## src/rtl/beat_seq_pkg.sv

```systemverilog
// Shared definitions for the beat sequencer: state encoding and default widths.
package beat_seq_pkg;

  // Frame sequencing states, 2-bit encoding.
  typedef enum logic [1:0] {
    ST_IDLE  = 2'd0,
    ST_BEAT  = 2'd1,
    ST_PAUSE = 2'd2,
    ST_DONE  = 2'd3
  } state_t;

  // Default width of the beats/pause/beatIndex fields.
  localparam int DEFAULT_BEATWIDTH = 8;

endpackage

```

## src/rtl/beat_sequencer_if.sv

```systemverilog
// Control and address bus between the frame-start logic, the beat sequencer
// and the per-pixel datapath. The sequencer connects through the master
// modport (it owns the address bus); the controlling side uses slave.
interface beat_sequencer_if
  import beat_seq_pkg::*;
#(
  parameter int PIXELCOUNTERWIDTH = 20,
  parameter int BEATWIDTH         = DEFAULT_BEATWIDTH
) ();

  logic                         startCounterEn;
  logic                         abort;
  logic [BEATWIDTH-1:0]         beats;
  logic [BEATWIDTH-1:0]         pause;
  logic                         stall;
  logic                         process;
  logic                         started;
  logic [PIXELCOUNTERWIDTH-1:0] pixelCounter;
  logic [BEATWIDTH-1:0]         beatIndex;
  logic                         lastPixel;
  logic                         done;

  modport master (
    input  startCounterEn, abort, beats, pause, stall,
    output process, started, pixelCounter, beatIndex, lastPixel, done
  );

  modport slave (
    output startCounterEn, abort, beats, pause, stall,
    input  process, started, pixelCounter, beatIndex, lastPixel, done
  );

endinterface

```

## src/rtl/phase_counter.sv

```systemverilog
// Saturating up-counter used for both the beat index and the pause gap.
// clear wins over enable; terminal flags that the count sits at the limit.
module phase_counter #(
  parameter int WIDTH = 8
) (
  input  logic             clk,
  input  logic             rst_n,
  input  logic             clear,
  input  logic             enable,
  input  logic [WIDTH-1:0] limit,
  output logic [WIDTH-1:0] count,
  output logic             terminal
);

  localparam logic [WIDTH-1:0] CNT_ZERO = {WIDTH{1'b0}};
  localparam logic [WIDTH-1:0] CNT_ONE  = WIDTH'(1);

  // Count register: clear to zero, otherwise step up until the limit is reached.
  always_ff @(posedge clk or negedge rst_n) begin
    if (!rst_n) begin
      count <= CNT_ZERO;
    end else if (clear) begin
      count <= CNT_ZERO;
    end else if (enable && !terminal) begin
      count <= count + CNT_ONE;
    end else begin
      count <= count;
    end
  end

  assign terminal = (count == limit);

endmodule

```

## src/rtl/beat_sequencer.sv

```systemverilog
// Walks pixel addresses MINPIXEL..MAXPIXEL, strobing process for a latched
// number of beats per pixel followed by a latched pause gap. Supports
// downstream stall, immediate abort and a one-cycle done pulse.
module beat_sequencer
  import beat_seq_pkg::*;
#(
  parameter int PIXELCOUNTERWIDTH = 20,
  parameter int MINPIXEL          = 0,
  parameter int MAXPIXEL          = 255,
  parameter int BEATWIDTH         = DEFAULT_BEATWIDTH
) (
  input  logic            clk,
  input  logic            rst_n,
  beat_sequencer_if.master bus
);

  localparam logic [PIXELCOUNTERWIDTH-1:0] MIN_ADDR  = PIXELCOUNTERWIDTH'(MINPIXEL);
  localparam logic [PIXELCOUNTERWIDTH-1:0] MAX_ADDR  = PIXELCOUNTERWIDTH'(MAXPIXEL);
  localparam logic [PIXELCOUNTERWIDTH-1:0] ADDR_ONE  = PIXELCOUNTERWIDTH'(1);
  localparam logic [BEATWIDTH-1:0]         BEAT_ZERO = {BEATWIDTH{1'b0}};
  localparam logic [BEATWIDTH-1:0]         BEAT_ONE  = BEATWIDTH'(1);

  state_t                       state;
  logic [PIXELCOUNTERWIDTH-1:0] pixel;
  logic [BEATWIDTH-1:0]         beats_lat;
  logic [BEATWIDTH-1:0]         pause_lat;

  logic [BEATWIDTH-1:0]         beat_count;
  logic [BEATWIDTH-1:0]         pause_count;
  logic                         beat_term;
  logic                         pause_term;
  logic [BEATWIDTH-1:0]         beat_limit;
  logic [BEATWIDTH-1:0]         pause_limit;

  logic                         beat_advance;
  logic                         beat_last;
  logic                         frame_end;
  logic                         pause_end;
  logic                         beat_clear;
  logic                         pause_clear;
  logic                         pause_enable;
  logic                         abort_active;

  // Decode per-cycle events from registered state; abort masks every other event.
  always_comb begin
    abort_active = (state != ST_IDLE) && bus.abort;
    beat_advance = (state == ST_BEAT) && !bus.stall && !bus.abort;
    beat_last    = beat_advance && beat_term;
    frame_end    = beat_last && (pixel == MAX_ADDR);
    pause_end    = (state == ST_PAUSE) && !bus.abort && pause_term;
    beat_clear   = ((state == ST_IDLE) && bus.startCounterEn) || abort_active ||
                   beat_last || pause_end;
    pause_clear  = (state != ST_PAUSE) || bus.abort || pause_end;
    pause_enable = (state == ST_PAUSE);
    // beats_lat is never 0; pause_limit is unused when pause_lat is 0
    // because PAUSE is never entered in that case.
    beat_limit   = beats_lat - BEAT_ONE;
    pause_limit  = pause_lat - BEAT_ONE;
  end

  phase_counter #(.WIDTH(BEATWIDTH)) u_beat_cnt (
    .clk      (clk),
    .rst_n    (rst_n),
    .clear    (beat_clear),
    .enable   (beat_advance),
    .limit    (beat_limit),
    .count    (beat_count),
    .terminal (beat_term)
  );

  phase_counter #(.WIDTH(BEATWIDTH)) u_pause_cnt (
    .clk      (clk),
    .rst_n    (rst_n),
    .clear    (pause_clear),
    .enable   (pause_enable),
    .limit    (pause_limit),
    .count    (pause_count),
    .terminal (pause_term)
  );

  // Frame FSM with pixel address register and start-time configuration latches.
  always_ff @(posedge clk or negedge rst_n) begin
    if (!rst_n) begin
      state     <= ST_IDLE;
      pixel     <= MIN_ADDR;
      beats_lat <= BEAT_ONE;
      pause_lat <= BEAT_ZERO;
    end else begin
      case (state)
        ST_IDLE: begin
          if (bus.startCounterEn) begin
            beats_lat <= (bus.beats == BEAT_ZERO) ? BEAT_ONE : bus.beats;
            pause_lat <= bus.pause;
            pixel     <= MIN_ADDR;
            state     <= ST_BEAT;
          end else begin
            state <= ST_IDLE;
          end
        end
        ST_BEAT: begin
          if (bus.abort) begin
            pixel <= MIN_ADDR;
            state <= ST_IDLE;
          end else if (frame_end) begin
            state <= ST_DONE;
          end else if (beat_last && (pause_lat == BEAT_ZERO)) begin
            pixel <= pixel + ADDR_ONE;
            state <= ST_BEAT;
          end else if (beat_last) begin
            state <= ST_PAUSE;
          end else begin
            state <= ST_BEAT;
          end
        end
        ST_PAUSE: begin
          if (bus.abort) begin
            pixel <= MIN_ADDR;
            state <= ST_IDLE;
          end else if (pause_end) begin
            pixel <= pixel + ADDR_ONE;
            state <= ST_BEAT;
          end else begin
            state <= ST_PAUSE;
          end
        end
        ST_DONE: begin
          if (bus.abort) begin
            pixel <= MIN_ADDR;
          end else begin
            pixel <= pixel;
          end
          state <= ST_IDLE;
        end
        default: begin
          pixel <= MIN_ADDR;
          state <= ST_IDLE;
        end
      endcase
    end
  end

  // Outputs are decoded from registered state; only process sees stall directly.
  assign bus.process      = (state == ST_BEAT) && !bus.stall;
  assign bus.started      = (state != ST_IDLE);
  assign bus.pixelCounter = pixel;
  assign bus.beatIndex    = beat_count;
  assign bus.lastPixel    = (state != ST_IDLE) && (pixel == MAX_ADDR);
  assign bus.done         = (state == ST_DONE);

endmodule
```

## src/flat_wrapper.sv

```systemverilog
// flat-port wrapper written by rule: the top's interface ports become plain ports
module beat_sequencer_flat import beat_seq_pkg::*;
#(
  parameter int PIXELCOUNTERWIDTH = 20,
  parameter int MINPIXEL          = 0,
  parameter int MAXPIXEL          = 255,
  parameter int BEATWIDTH         = DEFAULT_BEATWIDTH
)
  (clk, rst_n, bus_startCounterEn, bus_abort, bus_beats, bus_pause, bus_stall, bus_process, bus_started, bus_pixelCounter, bus_beatIndex, bus_lastPixel, bus_done);
  beat_sequencer_if #(.PIXELCOUNTERWIDTH(PIXELCOUNTERWIDTH), .BEATWIDTH(BEATWIDTH)) bus_i ();
  input  logic clk;
  input  logic rst_n;
  input wire logic [$bits(bus_i.startCounterEn)-1:0] bus_startCounterEn;
  input wire logic [$bits(bus_i.abort)-1:0] bus_abort;
  input wire logic [$bits(bus_i.beats)-1:0] bus_beats;
  input wire logic [$bits(bus_i.pause)-1:0] bus_pause;
  input wire logic [$bits(bus_i.stall)-1:0] bus_stall;
  output wire logic [$bits(bus_i.process)-1:0] bus_process;
  output wire logic [$bits(bus_i.started)-1:0] bus_started;
  output wire logic [$bits(bus_i.pixelCounter)-1:0] bus_pixelCounter;
  output wire logic [$bits(bus_i.beatIndex)-1:0] bus_beatIndex;
  output wire logic [$bits(bus_i.lastPixel)-1:0] bus_lastPixel;
  output wire logic [$bits(bus_i.done)-1:0] bus_done;
  assign bus_i.startCounterEn = bus_startCounterEn;
  assign bus_i.abort = bus_abort;
  assign bus_i.beats = bus_beats;
  assign bus_i.pause = bus_pause;
  assign bus_i.stall = bus_stall;
  assign bus_process = bus_i.process;
  assign bus_started = bus_i.started;
  assign bus_pixelCounter = bus_i.pixelCounter;
  assign bus_beatIndex = bus_i.beatIndex;
  assign bus_lastPixel = bus_i.lastPixel;
  assign bus_done = bus_i.done;
  beat_sequencer #(.PIXELCOUNTERWIDTH(PIXELCOUNTERWIDTH), .MINPIXEL(MINPIXEL), .MAXPIXEL(MAXPIXEL), .BEATWIDTH(BEATWIDTH)) u_core (.clk(clk), .rst_n(rst_n), .bus(bus_i));
endmodule
```

## config.mk

```make
export PLATFORM = sky130hd
export DESIGN_NAME = beat_sequencer_flat
export DESIGN_NICKNAME = d
export VERILOG_FILES = /design/src/rtl/beat_seq_pkg.sv /design/src/rtl/beat_sequencer_if.sv /design/src/rtl/phase_counter.sv /design/src/rtl/beat_sequencer.sv /design/src/flat_wrapper.sv
export SDC_FILE = /design/constraint.sdc
export NUM_CORES = 1
export LEC_CHECK = 0
export CAP_MARGIN = 10
export CELL_PAD_IN_SITES_DETAIL_PLACEMENT = 1
export CELL_PAD_IN_SITES_GLOBAL_PLACEMENT = 2
export CORE_MARGIN = 4
export CORE_UTILIZATION = 37
export CTS_BUF_LIST = sky130_fd_sc_hd__clkbuf_2 sky130_fd_sc_hd__clkbuf_4 sky130_fd_sc_hd__clkbuf_8
export DETAILED_ROUTE_END_ITERATION = 6
export GPL_TIMING_DRIVEN = 0
export HOLD_SLACK_MARGIN = 0.06
export PLACE_DENSITY_LB_ADDON = 0.1
export SETUP_SLACK_MARGIN = 0.15
export SYNTH_ARGS = -nofsm -noshare
export SYNTH_HDL_FRONTEND = slang
export SYNTH_SLANG_ARGS = --single-unit
export TNS_END_PERCENT = 20
```

## constraint.sdc

```tcl
create_clock -name clk -period 5.8 [get_ports clk]
set_input_delay 0.58 -clock clk [delete_from_list [all_inputs] [get_ports clk]]
set_output_delay 0.58 -clock clk [all_outputs]
set_load 0.05 [all_outputs]
```

# Yosys cells after proc, flatten, opt, wreduce, memory -nomap -nowiden

Cells that the tools add are included.

Flip-flop bits (word level): 54
Input bits: 21
Output and inout port bits: 32

Add/subtract/negate cells: 5
Eq/ne operators: 12
Multiplexer cells: 21
Reductions and logical operators: 29

Operators by type and width:

| kind                    | count |
|---|---|
| $mux W20                | 7 |
| $pmux W20 S4            | 1 |
| $mux W8                 | 5 |
| $add A20 B1 Y20 const B | 1 |
| $eq A20 B8 Y1 const B   | 1 |
| $add A8 B1 Y8 const B   | 2 |
| $eq A8 B8 Y1            | 2 |
| $logic_not A8 Y1        | 2 |
| $sub A8 B1 Y8 const B   | 2 |
| $logic_and A1 B1 Y1     | 12 |
| $mux W2                 | 6 |
| $pmux W2 S4             | 1 |
| $ne A2 B2 Y1 const B    | 3 |
| $ne A3 B3 Y1 const B    | 2 |
| $reduce_bool A2 Y1      | 3 |
| $logic_or A1 B1 Y1      | 5 |
| $reduce_and A5 Y1       | 1 |
| $eq A2 B2 Y1 const B    | 2 |
| $logic_not A1 Y1        | 4 |
| $ne A3 B2 Y1 const B    | 1 |
| $eq A2 B1 Y1 const B    | 1 |
| $logic_not A2 Y1        | 1 |
| $reduce_and A2 Y1       | 1 |
| $mux W1                 | 1 |

# Logic depth before layout (Yosys ltp)

Gate-level depths: netlist (run 1).

Depth after elaboration: 9
Gate-level depth with buffers: 11
Gate-level depth less buffers: 9

# Modules after synthesis

A second synthesis (run 1) with hierarchy kept.

Cell total of the unflattened synthesis: 351
Area total of the unflattened synthesis: 3483.3 um^2

By module, submodules not included:

| module         | times used | cells each | area an instance (um^2) |
|---|---|---|---|
| beat_sequencer | 1          | 241        | 2387.3 |
| phase_counter  | 2          | 55         | 548.0 |

# Worst setup path after synthesis (run 1)

Ideal clock, no wire load.

Kind: register -> register
Start point: reg u_core.u_beat_cnt.count[5]
End point: reg u_core.pixel[12], in the netlist u_core.bus.pixelCounter[12]
Library setup time: 97 ps
Arrival: 2996 ps
Required time: 5703 ps
Setup slack: 2708 ps
Cell stages (with the launch flop): 10
Cell sequence: dfrtp_1 xnor2_1 or4b_1 o22ai_1 o22ai_2 o41a_1 or4b_1 buf_2 buf_6 o31ai_1

Cells in the longest elaborated chain, start to end: 5
Elaborated cells between the ends (all ways): 7
Classes of those cells: eq/ne (3); reduce/logical (4)

RTL lines:

| item                                   | RTL line                                    | text |
|---|---|---|
| from (decl)                            | phase_counter.sv:11                         | `output logic [WIDTH-1:0] count,` |
| from (signal assigned)                 | phase_counter.sv:25                         | `count <= count + CNT_ONE;` |
| from (signal assigned)                 | phase_counter.sv:27                         | `count <= count;` |
| $eq A8 B8 Y1 (*)                       | phase_counter.sv:31                         | `assign terminal = (count == limit);` |
| $logic_and A1 B1 Y1 (*)                | beat_sequencer.sv:48                        | `beat_last = beat_advance && beat_term;` |
| $logic_and A1 B1 Y1 (on tied branches) | beat_sequencer.sv:49, beat_sequencer.sv:106 |  |
| $ne A3 B3 Y1 (no line)                 | --                                          |  |
| $reduce_and A5 Y1 (no line) (*)        | --                                          |  |
| to (signal assigned)                   | beat_sequencer.sv:107                       | `pixel <= pixel + ADDR_ONE;` |
| to (signal assigned)                   | beat_sequencer.sv:120                       | `pixel <= pixel + ADDR_ONE;` |
| to (signal assigned)                   | beat_sequencer.sv:130                       | `pixel <= pixel;` |
| to (decl)                              | beat_sequencer.sv:24                        | `logic [PIXELCOUNTERWIDTH-1:0] pixel;` |

Mark *: on every way between the ends. The rest lies on a longest branch, timed or not.
A chain may end at the register's enable or synchronous reset.

# Worst setup path after layout (run 1)

Start point: reg u_core.pause_lat[0]
End point: reg u_core.pixel[17], in the netlist u_core.bus.pixelCounter[17]

Cells in the longest elaborated chain, start to end: 5
Elaborated cells between the ends (all ways): 8
Classes of those cells: add/sub (1); eq/ne (3); reduce/logical (4)

RTL lines:

| item                            | RTL line             | text |
|---|---|---|
| from (decl)                     | beat_sequencer.sv:26 | `logic [BEATWIDTH-1:0] pause_lat;` |
| from (signal assigned)          | beat_sequencer.sv:93 | `pause_lat <= bus.pause;` |
| $sub A8 B1 Y8                   | beat_sequencer.sv:58 | `pause_limit = pause_lat - BEAT_ONE;` |
| $eq A8 B8 Y1                    | phase_counter.sv:31  |  |
| $logic_and A1 B1 Y1             | beat_sequencer.sv:50 | `pause_end = (state == ST_PAUSE) && !bus.abort && pause_term;` |
| $ne A3 B2 Y1 (no line)          | --                   |  |
| $reduce_and A5 Y1 (no line) (*) | --                   |  |

Marked as above.

==> results of run 1 <==
critical path, stage by stage (launching register included):
cell	delay, ns
sky130_fd_sc_hd__dfrtp_1	0.47
sky130_fd_sc_hd__inv_1	0.11
sky130_fd_sc_hd__ha_1	0.25
sky130_fd_sc_hd__nor3b_1	0.26
sky130_fd_sc_hd__xnor2_1	0.16
sky130_fd_sc_hd__nand3_1	0.14
sky130_fd_sc_hd__a2111oi_4	0.67
sky130_fd_sc_hd__nor2_1	0.14
sky130_fd_sc_hd__clkbuf_1	0.28
sky130_fd_sc_hd__clkbuf_1	0.34
sky130_fd_sc_hd__o41ai_1	0.48
sky130_fd_sc_hd__o41ai_1	0.14
worst min path at each step:
stage                                                from                                      end  slack, ns
after detailed placement  u_core.beats_lat[7]$_DFFE_PN0P_          u_core.beats_lat[7]$_DFFE_PN0P_       0.52
final                                               rst_n  u_core.bus.pixelCounter[17]$_DFFE_PN0P_       0.26
after CTS                                           rst_n   u_core.u_beat_cnt.count[0]$_DFFE_PN0P_       0.28
after floorplan                                     rst_n          u_core.beats_lat[1]$_DFFE_PN0P_       0.28
after global routing                                rst_n   u_core.u_beat_cnt.count[0]$_DFFE_PN0P_       0.29
after global placement    u_core.beats_lat[0]$_DFFE_PN1P_          u_core.beats_lat[0]$_DFFE_PN1P_       0.51
flip-flops by register name, indices dropped and copies added, names as in the netlist:
register                  count
u_core.bus.pixelCounter      20
u_core.beats_lat              8
u_core.pause_lat              8
u_core.u_beat_cnt.count       8
u_core.u_pause_cnt.count      8
u_core.state                  2
synth_stat cells, types with 2 or more instances:
master and count:
sky130_fd_sc_hd__nand4_1 7, sky130_fd_sc_hd__or4_1 2, sky130_fd_sc_hd__nor2_1 23, sky130_fd_sc_hd__xnor2_1 15, sky130_fd_sc_hd__nor2b_1 4, sky130_fd_sc_hd__or2_2 2, sky130_fd_sc_hd__o31ai_1 9, sky130_fd_sc_hd__a21oi_1 5
sky130_fd_sc_hd__clkbuf_1 13, sky130_fd_sc_hd__nand3_1 14, sky130_fd_sc_hd__a31o_2 2, sky130_fd_sc_hd__nor3_1 13, sky130_fd_sc_hd__nand2_1 38, sky130_fd_sc_hd__xor2_1 14, sky130_fd_sc_hd__buf_2 2, sky130_fd_sc_hd__or3_1 7
sky130_fd_sc_hd__nor4_1 10, sky130_fd_sc_hd__nand3b_1 3, sky130_fd_sc_hd__ha_1 10, sky130_fd_sc_hd__dfrtp_1 53, sky130_fd_sc_hd__o211ai_1 2, sky130_fd_sc_hd__mux2_2 15, sky130_fd_sc_hd__o21ai_0 16, sky130_fd_sc_hd__inv_1 13
sky130_fd_sc_hd__a21o_1 4, sky130_fd_sc_hd__and3_1 4, sky130_fd_sc_hd__mux2i_1 3, sky130_fd_sc_hd__nand2b_1 5, sky130_fd_sc_hd__o22a_1 2, sky130_fd_sc_hd__or4b_1 2, sky130_fd_sc_hd__o41ai_1 22
logic make-up after synthesis:
family	after synthesis	share of synthesized area (%)
adder cells (fa/ha/maj)	10	3.75
XOR/XNOR	29	7.61
flip-flops	54	40.5
AND/OR/NAND/NOR	138	20.9
buffers and inverters	29	3.56
multiplexers	18	5.96
AO/OA/AOI/OAI	77	17.7
power breakdown:
part	total [mW]	internal [mW]	switching [mW]
Combinational	0.574	0.246	0.328
Clock	0.224	0.0905	0.133
Sequential	0.546	0.448	0.0977
Total	1.34	0.785	0.559
cell type report:
class | count | area, µm²
buffer | 16 | 70.1
multi-input combinational | 272 | 1860
inverter | 13 | 48.8
clock inverter | 2 | 13.8
tap | 108 | 135
fill | 1029 | 4670
timing repair buffer | 53 | 536
clock buffer | 6 | 76.3
sequential | 54 | 1350
routing by layer:
layer | vias to the layer above | global-route usage [%] | wire length, µm
met5 | - | 0 | 0
met4 | 0 | 3.59 | 87
met3 | 7 | 2.64 | 308
met2 | 49 | 33.2 | 4630
met1 | 1495 | 25.7 | 4490
li1 | 1433 | - | -
stage by stage:
stage	hold slack [ns]	instance area, µm²	util (%)	total power [mW]	cells
2_1_floorplan	0.284	3340	-	0.954	355
3_5_place_dp	0.520	4010	45.7	1.13	516
6_report	0.259	4100	46.7	1.34	524
5_1_grt	0.289	4100	46.7	1.45	524
4_1_cts	0.276	4100	46.7	1.36	524
3_3_place_gp	0.508	3990	45.5	1.11	515
==> run summary, run 1 <==
FLOW RUN
----------------------------------------------------------------------------------------
Max-capacitance violation count                                                        0

GLOBAL ROUTING
----------------------------------------------------------------------------------------
Aggregate global routing overflow                                                      0
Antenna violations before repair                                                       0
Global-route wire length before repair                                           16.2 mm
Pin count of the biggest net entering global routing                                  33
Number of global-route vias before repair                                           3164
Global routing usage summed across all routing layers                              19.2%

YOSYS
----------------------------------------------------------------------------------------
Synthesized flop and latch total                                                      54
Syn. warnings                                                                          0
Library cells used by synthesis                                                       52
Ys async rst share                                                                  100%
Mean cell area of the mapped netlist                                            9.40 µm²
Synth Cell Area                                                                 3340 µm²
Dominant register cell in the synthesized netlist                           sky130_fd_sc_hd__dfrtp_1
Number of synthesized flops with an enable pin                                         0
Top post-synthesis cells by area                                            sky130_fd_sc_hd__dfrtp_1 40%, sky130_fd_sc_hd__o41ai_1 5.8%, sky130_fd_sc_hd__mux2_2 5.1%
Post-Syn Nets                                                                        386
Syn Inst Count                                                                       355
Seq/Total Area, Yosys                                                              40.5%
Cell taking the most area after synthesis                                   sky130_fd_sc_hd__dfrtp_1
Yosys top cell area share                                                          39.8%

PLACED DESIGN
----------------------------------------------------------------------------------------
Gp weighted congestion                                                             0.766
DP Wirelength                                                                    7.15 mm
Buffers on Ports                                                                      52
Worst setup slack after placement                                                2.22 ns

STA
----------------------------------------------------------------------------------------
RSZ-0062 raised after global routing                                                  no
Final worst path period need                                                     3.58 ns
Number of endpoints failing setup at the final stage                                   0
Worst-margin pin slew                                                           0.716 ns
Final worst slack                                                                2.22 ns
Portion of the clock cycle consumed by the worst path in the final layout          61.6%
Setup skew after layout                                                        0.0142 ns
Count of endpoints failing hold in the final timing report                             0
Fmax                                                                             280 MHz
Total Negative Setup Slacks                                                         0 ns
Worst slew slack as a fraction of its limit                                        51.8%
Final count of pins violating max slew                                                 0

CLOCKING
----------------------------------------------------------------------------------------
# clock sinks                                                                         54
Post-CTS Repair Setup Buffers                                                          0
Max clock buf depth                                                                    2
Number of H-tree levels                                                                2
# hold bufs at CTS                                                                     0
Worst-Skew Late Latency                                                          0.31 ns
CTS buffer count                                                                       5
CTS-repair resized insts                                                               0
Clock slew at the register clock pins of the worst setup and hold paths          0.11 ns
TritonCTS clock tree                                                                done
Root buf cell                                                               sky130_fd_sc_hd__clkbuf_8

DETAILED ROUTING
----------------------------------------------------------------------------------------
Violation count after the first detailed-route iteration                              60
Drt via density                                                                     5.69
Post-Route WL                                                                    9.52 mm
Number of optimization iterations in the first detailed-route pass                     4
Antenna Nets Post-Route                                                                0
Routed wirelength normalized by instance count                                   18.2 µm
Routed via count                                                                    2984
Residual DRC                                                                           0

CELLS AND AREA
----------------------------------------------------------------------------------------
Fraction of final layout cells sized beyond drive strength 1                       8.89%
Most frequent standard cell in the layout excluding fill and tap cells      sky130_fd_sc_hd__dfrtp_1
Most frequent cells in the layout                                           53 x sky130_fd_sc_hd__dfrtp_1, 51 x sky130_fd_sc_hd__clkdlybuf4s50_1, 38 x sky130_fd_sc_hd__nand2_1
Number of nets at the end of the flow                                                446
Final antenna diode count                                                              0
Synthesis-to-layout area growth                                                    22.8%

SETUP PATH
----------------------------------------------------------------------------------------
Reg2reg start                                                               u_core.pause_lat[0]$_DFFE_PN0P_
Critical path destination                                                   u_core.bus.pixelCounter[17]$_DFFE_PN0P_
Reg2reg setup slack                                                              2.22 ns
Critical path fanouts, max                                                            10
Data required time at the worst endpoint                                         5.99 ns
Critical Path Source Type                                                           flop
Crit. End Element                                                                   flop
Start point of the critical path                                            u_core.pause_lat[0]$_DFFE_PN0P_
CP Class                                                                         reg2reg
Reg2Reg Depth                                                                         11
WP data arrival                                                                  3.76 ns
Reg-to-reg critical path endpoint                                           u_core.bus.pixelCounter[17]$_DFFE_PN0P_

PWR
----------------------------------------------------------------------------------------
Total power per unit cell area                                                328 nW/µm²
Pleak                                                                            1.64 nW
VDD IR-drop max                                                                   119 µV

DIE
----------------------------------------------------------------------------------------
I/O pin cnt                                                                           53
Die outline height                                                                103 µm
Row Count                                                                             34
Floorplan die width                                                               103 µm
Initial Util                                                                       38.1%
Core footprint                                                                  8760 µm²
Full die area                                                                  10600 µm²

HOLD PATH
----------------------------------------------------------------------------------------
Min-delay worst type                                                            in2async

STATUS
----------------------------------------------------------------------------------------
Result of the run                                                           finished clean

Power figures use the tool's default switching activity.
==> run 2: changes to the inputs <==
CORE_UTILIZATION = 34   (was 37)
clock period = 3.4 ns   (was 5.8 ns; I/O delays follow)
==> run summary, run 2 (synthesis gave the netlist of run 1 again) <==
CELLS AND AREA
----------------------------------------------------------------------------------------
Final antenna diode count                                                              0   unchanged
Number of standard cells in the layout, taps in and fillers out                      550   +5.0%
Fraction of final layout cells sized beyond drive strength 1                       13.8%   +4.9 points
Synthesis-to-layout area growth                                                    29.7%
Max FFs per register                                                                  20   unchanged
Most frequent cells in the layout                                           52 x sky130_fd_sc_hd__dfrtp_1, 50 x sky130_fd_sc_hd__clkdlybuf4s50_1, 38 x sky130_fd_sc_hd__nand2_1
Number of nets at the end of the flow                                                451   +1.1%
Most frequent standard cell in the layout excluding fill and tap cells      sky130_fd_sc_hd__dfrtp_1

PWR
----------------------------------------------------------------------------------------
Pleak                                                                            1.75 nW   +6.5%
VDD IR-drop max                                                                   182 µV   +53%
Total power per unit cell area                                                562 nW/µm²   +71%

SETUP PATH
----------------------------------------------------------------------------------------
Reg2Reg Depth                                                                         10   -1
Reg2reg setup slack                                                              0.24 ns   -1.98 ns
Critical path destination                                                   u_core.bus.pixelCounter[16]$_DFFE_PN0P_
Crit. End Element                                                                   flop
Start point of the critical path                                            u_core.beats_lat[2]$_DFFE_PN0P_
WP data arrival                                                                  3.35 ns   -0.41 ns
Critical path fanouts, max                                                            10   unchanged
CP Class                                                                         reg2reg
Critical Path Source Type                                                           flop
Data required time at the worst endpoint                                         3.59 ns   -2.40 ns
Reg2reg start                                                               u_core.beats_lat[2]$_DFFE_PN0P_
Reg-to-reg critical path endpoint                                           u_core.bus.pixelCounter[16]$_DFFE_PN0P_

CLOCKING
----------------------------------------------------------------------------------------
Root buf cell                                                               sky130_fd_sc_hd__clkbuf_8
TritonCTS clock tree                                                                done
Max clock buf depth                                                                    2   unchanged
Clock slew at the register clock pins of the worst setup and hold paths          0.11 ns   about the same
CTS buffer count                                                                       5   unchanged
# clock sinks                                                                         54   unchanged
Worst-Skew Late Latency                                                          0.31 ns   about the same
Number of H-tree levels                                                                2   unchanged

GLOBAL ROUTING
----------------------------------------------------------------------------------------
Aggregate global routing overflow                                                      0   unchanged
Number of global-route vias before repair                                           3169   +0.16%
Global routing usage summed across all routing layers                              17.6%   -1.6 points
Global-route wire length before repair                                           16.4 mm   +1.3%
Antenna violations before repair                                                       0   unchanged
Pin count of the biggest net entering global routing                                  33   unchanged

DETAILED ROUTING
----------------------------------------------------------------------------------------
Residual DRC                                                                           0   unchanged
Number of optimization iterations in the first detailed-route pass                     4   unchanged
Routed wirelength normalized by instance count                                   17.8 µm   -2.0%
Drt via density                                                                     5.49   -3.6%
Post-Route WL                                                                    9.79 mm   +2.8%
Routed via count                                                                    3019   +1.2%
Violation count after the first detailed-route iteration                              80   +33%
Antenna Nets Post-Route                                                                0   unchanged

PLACED DESIGN
----------------------------------------------------------------------------------------
Worst setup slack after placement                                              -0.118 ns   -2.34 ns
Count of placed standard cells including taps                                        537   +4.1%
DP Wirelength                                                                    7.19 mm   +0.60%
Buffers on Ports                                                                      52   unchanged
Gp weighted congestion                                                             0.758   -1.1%

DIE
----------------------------------------------------------------------------------------
I/O pin cnt                                                                           53   unchanged
Initial Util                                                                       35.4%   -2.6 points
Die outline height                                                                107 µm   +4.0%
Floorplan die width                                                               107 µm   +4.0%
Core footprint                                                                  9420 µm²   +7.4%
Full die area                                                                  11500 µm²   +8.1%
Row Count                                                                             35   +2.9%

STA
----------------------------------------------------------------------------------------
Worst-margin pin slew                                                           0.716 ns   +0.000372 ns
Final worst slack                                                               0.241 ns   -1.98 ns
Final count of pins violating max slew                                                 0   unchanged
Count of endpoints failing hold in the final timing report                             0   unchanged
Fmax                                                                             317 MHz   +13%
Setup skew after layout                                                       0.00869 ns   -0.00552 ns
Final worst path period need                                                     3.16 ns   -0.416 ns
Worst slew slack as a fraction of its limit                                        51.8%   about the same
RSZ-0062 raised after global routing                                                 yes
Portion of the clock cycle consumed by the worst path in the final layout          92.9%   +31 points
Number of endpoints failing setup at the final stage                                   0   unchanged

STATUS
----------------------------------------------------------------------------------------
Result of the run                                                           finished clean

FLOW RUN
----------------------------------------------------------------------------------------
Max-capacitance violation count                                                        0   unchanged

HOLD PATH
----------------------------------------------------------------------------------------
Min-delay worst type                                                             reg2reg

[run 2: cell types whose count changed in the layout (fill, tap and decap cells not counted), moves of 2 or more]
cell                       delta
sky130_fd_sc_hd__buf_4        +4
sky130_fd_sc_hd__clkbuf_1     -4
sky130_fd_sc_hd__clkbuf_2     +2
sky130_fd_sc_hd__o31ai_1      -6
sky130_fd_sc_hd__o31ai_2      +3
sky130_fd_sc_hd__o31ai_4      +3
sky130_fd_sc_hd__o41ai_1      -5
sky130_fd_sc_hd__o41ai_2      +4
[run 2: cell type report]
class | count | area [µm²]
inverter | 13 | 48.8
buffer | 16 | 91.3
fill | 1099 | 5090
timing repair buffer | 58 | 578
clock buffer | 5 | 68.8
tap | 129 | 161
sequential | 54 | 1350
clock inverter | 3 | 43.8
multi-input combinational | 272 | 1980
[run 2: worst min path at each step]
stage | start | to | slack, ns | depth (start not counted)
CTS | u_core.beats_lat[0]$_DFFE_PN1P_ | u_core.beats_lat[0]$_DFFE_PN1P_ | 0.54 | 2
finish | u_core.beats_lat[7]$_DFFE_PN0P_ | u_core.beats_lat[7]$_DFFE_PN0P_ | 0.54 | 1
detailed placement | rst_n | u_core.u_beat_cnt.count[4]$_DFFE_PN0P_ | 0.38 | 1
floorplan | rst_n | u_core.beats_lat[1]$_DFFE_PN0P_ | 0.04 | 0
global route | u_core.beats_lat[7]$_DFFE_PN0P_ | u_core.beats_lat[7]$_DFFE_PN0P_ | 0.56 | 1
global placement | u_core.beats_lat[0]$_DFFE_PN1P_ | u_core.beats_lat[0]$_DFFE_PN1P_ | 0.51 | 2
[run 2: report_power, final]
group	leakage [nW]	internal, mW	total (mW)	switching (mW)
Combinational	0.976	0.453	1.04	0.591
Sequential	0.712	0.766	0.936	0.170
Clock	0.0585	0.221	0.450	0.229
Total	1.75	1.44	2.43	0.990
[run 2: timing repair]
item / 4_1_cts / 5_1_grt
endpoints found under the hold margin: 22 / 0
hold buffers: 1 / 0
gates cloned: 0 / 0
buffers inserted: 2 / 2
pin swaps: 3 / 4
setup endpoints to repair: 18 / 18
resized for setup: 4 / 31
[run 2: critical path, stage by stage (launching register included)]
cell                       delay [ns]
sky130_fd_sc_hd__dfrtp_2         0.46
sky130_fd_sc_hd__or3_1           0.33
sky130_fd_sc_hd__buf_6           0.14
sky130_fd_sc_hd__or3b_1          0.38
sky130_fd_sc_hd__a21oi_2         0.17
sky130_fd_sc_hd__o22ai_4         0.09
sky130_fd_sc_hd__o41a_1          0.42
sky130_fd_sc_hd__clkbuf_2        0.22
sky130_fd_sc_hd__buf_2           0.25
sky130_fd_sc_hd__o41ai_1         0.43
sky130_fd_sc_hd__o31ai_2         0.12
[run 2: per-stage QoR]
step | setup TNS (ns) | hold WS (ns) | total power [mW] | instance area, µm² | utilization [%]
2_1_floorplan | 0 | 0.0444 | 1.63 | 3340 | -
3_3_place_gp | -0.361 | 0.507 | 1.91 | 4020 | 42.7
3_5_place_dp | -0.595 | 0.377 | 1.93 | 4030 | 42.8
4_1_cts | 0 | 0.544 | 2.41 | 4180 | 44.4
5_1_grt | 0 | 0.561 | 2.61 | 4330 | 46.0
6_report | 0 | 0.541 | 2.43 | 4330 | 46.0
[run 2: layer usage]
| layer | track usage (%) | up-vias | share of wire, % |
|---|---|---|---|
| met4 | 3.20 | 0 | 0.75 |
| li1 | - | 1447 | - |
| met5 | 0 | - | 0 |
| met2 | 30.1 | 43 | 49 |
| met1 | 23.5 | 1523 | 48 |
| met3 | 2.83 | 6 | 2.6 |
==> run 3: changes to the inputs <==
HOLD_SLACK_MARGIN = 0.02   (was 0.06)
==> run summary, run 3 (synthesis gave the netlist of run 1 again) <==
SETUP PATH
----------------------------------------------------------------------------------------
Data required time at the worst endpoint                                         3.59 ns   about the same
Reg2reg setup slack                                                              0.24 ns   about the same
Reg2reg start                                                               u_core.beats_lat[2]$_DFFE_PN0P_
Reg2Reg Depth                                                                         10   unchanged
WP data arrival                                                                  3.35 ns   about the same
CP Class                                                                         reg2reg
Max stage delay cell, worst path                                            sky130_fd_sc_hd__dfrtp_2
Reg-to-reg critical path endpoint                                           u_core.bus.pixelCounter[16]$_DFFE_PN0P_
Crit-path cells                                                             or3_1, buf_6, or3b_1, a21oi_2, o22ai_4, o41a_1, clkbuf_2, buf_2, o41ai_1, o31ai_2
Critical path fanouts, max                                                            10   unchanged
Slowest cell delay on critical path                                              0.46 ns   about the same
Critical Path Source Type                                                           flop
Crit. End Element                                                                   flop

CELLS AND AREA
----------------------------------------------------------------------------------------
Fraction of final layout cells sized beyond drive strength 1                       13.8%   +0.033 points
Max FFs per register                                                                  20   unchanged
Most frequent cells in the layout                                           52 x sky130_fd_sc_hd__dfrtp_1, 50 x sky130_fd_sc_hd__clkdlybuf4s50_1, 38 x sky130_fd_sc_hd__nand2_1
Number of nets at the end of the flow                                                450   -0.22%
Most frequent standard cell in the layout excluding fill and tap cells      sky130_fd_sc_hd__dfrtp_1
Summed area of non-filler cells in the final layout                             4320 µm²   -0.23%
Final antenna diode count                                                              0   unchanged
Synthesis-to-layout area growth                                                    29.4%
Number of standard cells in the layout, taps in and fillers out                      549   -0.18%

DIE
----------------------------------------------------------------------------------------
I/O pin cnt                                                                           53   unchanged
Full die area                                                                  11500 µm²   unchanged
Floorplan die width                                                               107 µm   unchanged
Initial Util                                                                       35.4%   unchanged
Die outline height                                                                107 µm   unchanged
Row Count                                                                             35   unchanged
Core footprint                                                                  9420 µm²   unchanged

CLOCKING
----------------------------------------------------------------------------------------
# clock sinks                                                                         54   unchanged
Max clock buf depth                                                                    2   unchanged
Root buf cell                                                               sky130_fd_sc_hd__clkbuf_8
Clock slew at the register clock pins of the worst setup and hold paths          0.11 ns   about the same
Worst-Skew Late Latency                                                          0.31 ns   about the same
Number of H-tree levels                                                                2   unchanged
TritonCTS clock tree                                                                done
CTS buffer count                                                                       5   unchanged

STA
----------------------------------------------------------------------------------------
Final count of pins violating max slew                                                 0   unchanged
Portion of the clock cycle consumed by the worst path in the final layout          92.9%   unchanged
Number of endpoints failing setup at the final stage                                   0   unchanged
Final worst path period need                                                     3.16 ns   unchanged
Worst slew slack as a fraction of its limit                                        51.8%   unchanged
RSZ-0062 raised after global routing                                                 yes
Count of endpoints failing hold in the final timing report                             0   unchanged
Worst-margin pin slew                                                           0.716 ns   unchanged
Final worst slack                                                               0.241 ns   unchanged
Fmax                                                                             317 MHz   unchanged
Setup skew after layout                                                       0.00869 ns   -0.0000000500 ns

DETAILED ROUTING
----------------------------------------------------------------------------------------
Drt via density                                                                     5.49   about the same
Number of optimization iterations in the first detailed-route pass                     4   unchanged
Residual DRC                                                                           0   unchanged
Routed via count                                                                    3015   -0.13%
Routed wirelength normalized by instance count                                   17.8 µm   about the same
Violation count after the first detailed-route iteration                              82   +2.5%
Antenna Nets Post-Route                                                                0   unchanged
Post-Route WL                                                                    9.78 mm   -0.10%

PWR
----------------------------------------------------------------------------------------
Total power per unit cell area                                                563 nW/µm²   +0.21%
VDD IR-drop max                                                                   182 µV   unchanged
Power after layout                                                               2.43 mW   about the same
Pleak                                                                            1.74 nW   -0.24%

GLOBAL ROUTING
----------------------------------------------------------------------------------------
Pin count of the biggest net entering global routing                                  33   unchanged
Global-route wire length before repair                                           16.4 mm   -0.17%
Number of global-route vias before repair                                           3157   -0.38%
Global routing usage summed across all routing layers                              17.5%   -0.025 points
Antenna violations before repair                                                       0   unchanged
Aggregate global routing overflow                                                      0   unchanged

PLACED DESIGN
----------------------------------------------------------------------------------------
Post-placement cell area                                                        4030 µm²   unchanged
Gp weighted congestion                                                             0.758   unchanged
Count of placed standard cells including taps                                        537   unchanged
Worst setup slack after placement                                              -0.118 ns   unchanged
Buffers on Ports                                                                      52   unchanged
DP Wirelength                                                                    7.19 mm   unchanged

STATUS
----------------------------------------------------------------------------------------
Result of the run                                                           finished clean

HOLD PATH
----------------------------------------------------------------------------------------
Min-delay worst type                                                            in2async

FLOW RUN
----------------------------------------------------------------------------------------
Max-capacitance violation count                                                        0   unchanged

==> run 3: power breakdown <==
group / total [mW] / switching (mW) / internal (mW)
combinational: 1.04 / 0.591 / 0.453
clock: 0.450 / 0.229 / 0.221
sequential: 0.936 / 0.170 / 0.766
total: 2.43 / 0.990 / 1.44
==> run 3: cell type report <==
cell class	instances	area, µm²
clock buffers	5	68.8
well taps	129	161
plain buffers	16	91.3
fillers	1100	5100
clock inverters	3	43.8
multi-input cells	272	1980
inverters	13	48.8
flip-flops and latches	54	1350
repair buffers	57	568
==> run 3: stage by stage <==
| stage | hold slack, ns | utilization, % | TNS, ns |
|---|---|---|---|
| floorplan | 0.0444 | - | 0 |
| global placement | 0.507 | 42.7 | -0.361 |
| detailed placement | 0.377 | 42.8 | -0.595 |
| CTS | 0.0284 | 44.3 | 0 |
| global route | 0.0374 | 45.9 | 0 |
| finish | 0.0131 | 45.9 | 0 |
==> run 3: worst max-delay path: cells and delay by family, from the launching register on <==
kind / cells / cell delay, ns
AOI/OAI and AO/OA: 5 / 1.23
buffers and inverters: 3 / 0.61
DFF: 1 / 0.46
and+or+nand+nor: 2 / 0.71
==> run 3: worst max path at each step <==
| stage | slack, ns | end | startpoint | depth (start not counted) |
|---|---|---|---|---|
| after global placement | -0.06 | u_core.bus.pixelCounter[6]$_DFFE_PN0P_ | u_core.pause_lat[0]$_DFFE_PN0P_ | 11 |
| after global routing | 0.07 | u_core.bus.pixelCounter[16]$_DFFE_PN0P_ | u_core.beats_lat[1]$_DFFE_PN0P_ | 10 |
| after floorplan | 0.31 | u_core.bus.pixelCounter[12]$_DFFE_PN0P_ | u_core.u_beat_cnt.count[5]$_DFFE_PN0P_ | 9 |
| after detailed placement | -0.12 | u_core.bus.pixelCounter[6]$_DFFE_PN0P_ | u_core.pause_lat[0]$_DFFE_PN0P_ | 11 |
| final | 0.24 | u_core.bus.pixelCounter[16]$_DFFE_PN0P_ | u_core.beats_lat[2]$_DFFE_PN0P_ | 10 |
| after CTS | 0.17 | u_core.bus.pixelCounter[14]$_DFFE_PN0P_ | u_core.beats_lat[1]$_DFFE_PN0P_ | 10 |
==> run 3: per-layer routing <==
metal | track usage, % | vias to the layer above | wire length, µm
li1 | - | 1445 | -
met3 | 2.83 | 6 | 260
met1 | 23.5 | 1521 | 4680
met5 | 0 | - | 0
met2 | 30.0 | 43 | 4760
met4 | 3.20 | 0 | 73
==> run 3: what timing repair did <==
action | 4_1_cts | 5_1_grt
pin swaps | 3 | 4
setup buffers | 2 | 2
hold buffers | 0 | 0
cloned | 0 | 0
endpoints found under the hold margin | 0 | 0
endpoints found under the setup margin | 18 | 18
resized for setup | 4 | 31
